<file path="config.mk">
export PLATFORM = sky130hd
export DESIGN_NAME = inst_mem_responder
export DESIGN_NICKNAME = d
export VERILOG_FILES = /design/src/rtl/inst_mem_pkg.sv /design/src/rtl/inst_line_buffer.sv /design/src/rtl/inst_mem_responder.sv
export SDC_FILE = /design/constraint.sdc
export NUM_CORES = 1
export LEC_CHECK = 0
export ABC_AREA = 1
export CAP_MARGIN = 30
export CORE_ASPECT_RATIO = 0.5
export CORE_UTILIZATION = 40
export DETAILED_ROUTE_END_ITERATION = 8
export PLACE_DENSITY = 0.72
export SLEW_MARGIN = 10
export SYNTH_ARGS = -nofsm -noshare
export SYNTH_HDL_FRONTEND = slang
export SYNTH_HIERARCHICAL = 1
export SYNTH_SLANG_ARGS = --single-unit
</file>
<file path="constraint.sdc">
create_clock -name clk -period 2.1 [get_ports clk]
set_clock_uncertainty 0.05 [all_clocks]
set_input_delay 0.42 -clock clk [delete_from_list [all_inputs] [get_ports clk]]
set_output_delay 0.42 -clock clk [all_outputs]
set_load 0.02 [all_outputs]
</file>
<file path="src/rtl/inst_mem_pkg.sv">
// Shared types and widths for the instruction-memory responder.
// The last-instruction buffer is compiled in only when INST_BUF_EN is defined.
package inst_mem_pkg;
  typedef enum logic [1:0] {IDLE, RD_LO, RD_HI, DONE} state_t;

  localparam int HALF_W = 16;
  localparam int INST_W = 32;
  localparam int WAIT_W = 3;
  localparam int TAG_W  = 30;
endpackage

</file>
<file path="src/rtl/inst_line_buffer.sv">
// One-entry last-instruction buffer (tag = pc[31:2]); built only under INST_BUF_EN.
// Lookup is combinational so a hit can be answered in the request cycle.
`ifdef INST_BUF_EN
module inst_line_buffer
  import inst_mem_pkg::*;
(
  input  logic              clk,
  input  logic              rst,
  input  logic              i_wr_en,
  input  logic [TAG_W-1:0]  i_wr_tag,
  input  logic [INST_W-1:0] i_wr_data,
  input  logic [TAG_W-1:0]  i_lk_tag,
  output logic              o_hit,
  output logic [INST_W-1:0] o_data
);
  logic              r_valid;
  logic [TAG_W-1:0]  r_tag;
  logic [INST_W-1:0] r_data;

  always_ff @(posedge clk or negedge rst) begin
    if (!rst) begin
      r_valid <= 1'b0;
      r_tag   <= '0;
      r_data  <= '0;
    end else if (i_wr_en) begin
      r_valid <= 1'b1;
      r_tag   <= i_wr_tag;
      r_data  <= i_wr_data;
    end
  end

  assign o_hit  = r_valid && (r_tag == i_lk_tag);
  assign o_data = r_data;
endmodule
`endif

</file>
<file path="src/rtl/inst_mem_responder.sv">
// Instruction-fetch responder: assembles a 32-bit instruction from two 16-bit SRAM beats.
// Optional one-entry hit buffer enabled by the INST_BUF_EN macro.
module inst_mem_responder
  import inst_mem_pkg::*;
#(
  parameter int ADDR_W      = 16,
  parameter int WAIT_CYCLES = 1
) (
  input  logic              clk,
  input  logic              rst,
  input  logic              req,
  input  logic [31:0]       pc,
  input  logic              flush,
  output logic [31:0]       instruction,
  output logic              inst_valid,
  output logic              freeze,
  output logic              mem_rd,
  output logic [ADDR_W-1:0] mem_addr,
  input  logic [15:0]       mem_rdata
);
  state_t              r_state;
  state_t              w_state_next;
  logic [WAIT_W-1:0]   r_wcnt;
  logic [WAIT_W-1:0]   w_wcnt_next;
  logic [ADDR_W-2:0]   r_addr;
  logic [HALF_W-1:0]   r_lo;
  logic [INST_W-1:0]   r_inst;
  logic                w_start;
  logic                w_lat_lo;
  logic                w_lat_hi;
  logic                w_last;
  logic                w_hit;
  logic [INST_W-1:0]   w_hit_data;
  logic                w_unused_pc;

  assign w_last = (r_wcnt == WAIT_W'(WAIT_CYCLES));

`ifdef INST_BUF_EN
  logic [TAG_W-1:0] r_tag;
  logic             w_buf_hit;

  always_ff @(posedge clk or negedge rst) begin
    if (!rst) begin
      r_tag <= '0;
    end else if (w_start) begin
      r_tag <= pc[31:2];
    end
  end

  // Written as DONE is entered; a flushed fetch never reaches this point.
  inst_line_buffer u_buf (
    .clk       (clk),
    .rst       (rst),
    .i_wr_en   (w_lat_hi),
    .i_wr_tag  (r_tag),
    .i_wr_data ({mem_rdata, r_lo}),
    .i_lk_tag  (pc[31:2]),
    .o_hit     (w_buf_hit),
    .o_data    (w_hit_data)
  );

  assign w_hit       = req && w_buf_hit && (r_state == IDLE);
  assign w_unused_pc = ^pc[1:0];
`else
  assign w_hit       = 1'b0;
  assign w_hit_data  = '0;
  assign w_unused_pc = ^{pc[31:ADDR_W+1], pc[1:0]};
`endif

  always_comb begin
    w_state_next = r_state;
    w_wcnt_next  = r_wcnt;
    w_start      = 1'b0;
    w_lat_lo     = 1'b0;
    w_lat_hi     = 1'b0;
    freeze       = 1'b0;
    mem_rd       = 1'b0;
    mem_addr     = '0;
    inst_valid   = 1'b0;
    instruction  = r_inst;
    case (r_state)
      IDLE: begin
        if (w_hit) begin
          inst_valid  = 1'b1;
          instruction = w_hit_data;
        end else if (req) begin
          freeze       = 1'b1;
          w_start      = 1'b1;
          w_wcnt_next  = '0;
          w_state_next = RD_LO;
        end
      end
      RD_LO: begin
        mem_addr = {r_addr, 1'b0};
        if (flush) begin
          w_wcnt_next  = '0;
          w_state_next = IDLE;
        end else begin
          mem_rd = 1'b1;
          freeze = 1'b1;
          if (w_last) begin
            w_lat_lo     = 1'b1;
            w_wcnt_next  = '0;
            w_state_next = RD_HI;
          end else begin
            w_wcnt_next = r_wcnt + 1'b1;
          end
        end
      end
      RD_HI: begin
        mem_addr = {r_addr, 1'b1};
        if (flush) begin
          w_wcnt_next  = '0;
          w_state_next = IDLE;
        end else begin
          mem_rd = 1'b1;
          freeze = 1'b1;
          if (w_last) begin
            w_lat_hi     = 1'b1;
            w_wcnt_next  = '0;
            w_state_next = DONE;
          end else begin
            w_wcnt_next = r_wcnt + 1'b1;
          end
        end
      end
      DONE: begin
        inst_valid   = 1'b1;
        w_state_next = IDLE;
      end
      default: begin
        w_state_next = IDLE;
      end
    endcase
  end

  always_ff @(posedge clk or negedge rst) begin
    if (!rst) begin
      r_state <= IDLE;
      r_wcnt  <= '0;
      r_addr  <= '0;
      r_lo    <= '0;
      r_inst  <= '0;
    end else begin
      r_state <= w_state_next;
      r_wcnt  <= w_wcnt_next;
      if (w_start) begin
        r_addr <= pc[ADDR_W:2];
      end
      if (w_lat_lo) begin
        r_lo <= mem_rdata;
      end
      if (w_lat_hi) begin
        r_inst <= {mem_rdata, r_lo};
      end
    end
  end
endmodule

</file>
==> results.md <==
* Multi-input gate area at 1040 µm²
* Synth cell types at 17
* Layout cells sized above 1 at 0.226
* Commonest register cell after synthesis: dfrtp_1
* Fillers at between 500 and 600
* Via count at roughly 2,400
* Worst setup startpoint: r_state[0]
* DRT Pass-1 Iters at 6
* Final setup vio count at 0
* Final Wtd Congestion at a little under 0.8
* Worst rel slew slack at 0.666
* Seq/Total Area, Yosys at 0.563
* CTS tree: done
* Clock Tree Buf Depth at 2
* Row cnt at 21
* Commonest non-fill, non-tap cells in the layout: 68 x dfrtp_1, 65 x nand2_1, 65 x clkdlybuf4s50_1
* Worst Hold Class: in -> async
* Die Span Y at roughly 63 µm
* Crit Path Category: reg -> out
* Fin. max-slew vios at 0
* Number of global-route vias before repair at 2,401
* Die area at about 8000 µm²
* Status: finished, violations left
* Pin count of the biggest net entering global routing at 33
* VDD IR-drop max at 844 µV
* DP Worst Slack at -0.270 ns
* Critical register-to-register path endpoint: r_inst[12]
* Vias per cell at 4.64
* Maxcap violations at 0
* Die W at around 120 µm
* Clk_lat worst skew at ~0.33 ns
* Initial core utilization at 0.432
* Total Wirelength at ~6400 µm
* Async SR Flop Fraction at 1.00
* Worst setup margin at about 0.067 ns
* Fin nets at 477
* First-pass GRT wire length at around 11,000 µm
* Clock slew at reported path FFs at approximately 0.06 ns
* Avg WL per Cell at about 12 µm
* Total gr overflow at 0
* Avg Inst Size Synth at about 9.4 µm²
* Post-layout util at 0.623
* Register area at roughly 1700 µm²
* Clk root buf: clkbuf_16
* RR Startpoint: r_state[0]
* CORE AREA at between 6000 and 7000 µm²
* P_leak at 2.19 nW
* Ports at a little over 100
* Actual slew at the worst max-slew pin at approximately 0.5 ns
* CTS buffer count at 9
* Post-CTS Setup Inserts at 0
* N_diodes at 0
* GR Util All Layers at 0.174
* Remaining DRCs at 6
* Routed Antenna Nets at 0
* Final Hold Viols at 0
* Number of synthesized flops with an enable pin at 0
* Critical Path End Type: output pin
* WHS at 0.00427 ns
* Crit path required time at approximately 1.6 ns
* FF-to-FF setup slack at roughly 0.42 ns
* Area delta synth->final at 44.2%
* Initial antenna violation count at 0
* Failing checks: DRC
* Placed wire-length estimate at roughly 4700 µm
* Worst EP arrival at between 1.5 and 2 ns
* # clock sinks at 68
* Startpoint Class: flip-flop
* First DRT Iteration DRCs at approximately 130
* Crit path to: mem_rd
* Peak Freq at between 0.4 and 0.5 GHz
* Worst R2R Path Depth at 7
* Mapped cell area at between 3000 and 4000 µm²
* Commonest non-fill, non-tap cell in the layout: dfrtp_1
* Final period util at 0.968
* CP Max Fanout at 3
* H-tree Lvls at 3
* Net count after synthesis at roughly 380
* Synth Register Bits at a little under 70
* RSZ-0062 raised after global routing: false
* Synthesis Warnings at 6
* Post-layout min period at between 2 and 2.5 ns
* Port bufs at 85
* Pwr/cell area at approximately 1300 nW/µm²
* Cells after Synth at 320
## synth_stat cells, types with 3 or more instances
library cell	n	area, µm²
o21ai_2	38	333
ha_1	6	75.1
nand2_1	65	244
nand3_1	3	15.0
nor2_1	33	124
buf_2	4	20.0
dfrtp_1	68	1700
buf_6	6	67.6
clkbuf_1	3	11.3
inv_1	59	221
a21oi_1	17	85.1
o21ai_1	11	55.1
## worst min path at each step
stage                           end  cells past startpoint
final                     r_addr[8]                      1
after global routing      r_addr[7]                      1
after global placement    r_addr[2]                      1
after detailed placement  r_addr[2]                      1
after CTS                 r_addr[8]                      1
after floorplan           r_addr[0]                      0
## metrics by stage
step           total power, mW  setup TNS (ns)  cells  area (µm²)
3_5_place_dp              4.03           -1.03    500        4050
4_1_cts                   5.57           -2.04    516        4360
6_report                  5.58               0    516        4350
5_1_grt                   5.91               0    516        4350
2_1_floorplan             3.10               0    320        3020
3_3_place_gp              3.95          -0.789    500        4050
## registers in the layout, summed over array words and instances, names as in the netlist
register,cells
r_wcnt,3
r_addr,15
r_inst,32
r_state,2
r_lo,16
## per-layer routing
layer  GRT usage  wire length, µm
met1       0.197             2750
met2       0.303             3230
met5           0                0
met3      0.0518              257
met4      0.0869              129
## critical path, stage by stage, from the launching register on
cell and delay (ns):
dfrtp_1 0.38, inv_2 0.08, ha_4 0.28, nand2_1 0.10, inv_1 0.10, clkdlybuf4s15_1 0.30
## area by class of cell
cell class | instances | share of cell area
clock buffer | 10 | 0.0549
clock inverter | 6 | 0.0201
inverter | 59 | 0.0509
multi-input combinational | 180 | 0.238
sequential | 68 | 0.391
tap | 92 | 0.0264
timing repair buffer | 101 | 0.219
## kinds of logic after synthesis
family,after synthesis,share of synthesized area
and+or+nand+nor,106,0.146
AOI/OAI and AO/OA,68,0.160
adders and majority gates,6,0.0249
DFF,68,0.563
buffers and inverters,72,0.106
## report_power, final
| group | leakage (nW) | internal, mW | switching (mW) |
|---|---|---|---|
| combinational | 1.16 | 0.864 | 1.17 |
| sequential | 0.878 | 1.72 | 0.203 |
| clock | 0.151 | 1.07 | 0.549 |
| total | 2.19 | 3.65 | 1.93 |
## repair_timing
action / in CTS / in global routing
setup endpoints to repair: 19 / 16
pin swaps: 0 / 1
resized for setup: 26 / 48
hold buffers: 0 / 0
No activity file was read; power rests on OpenSTA's default activity.
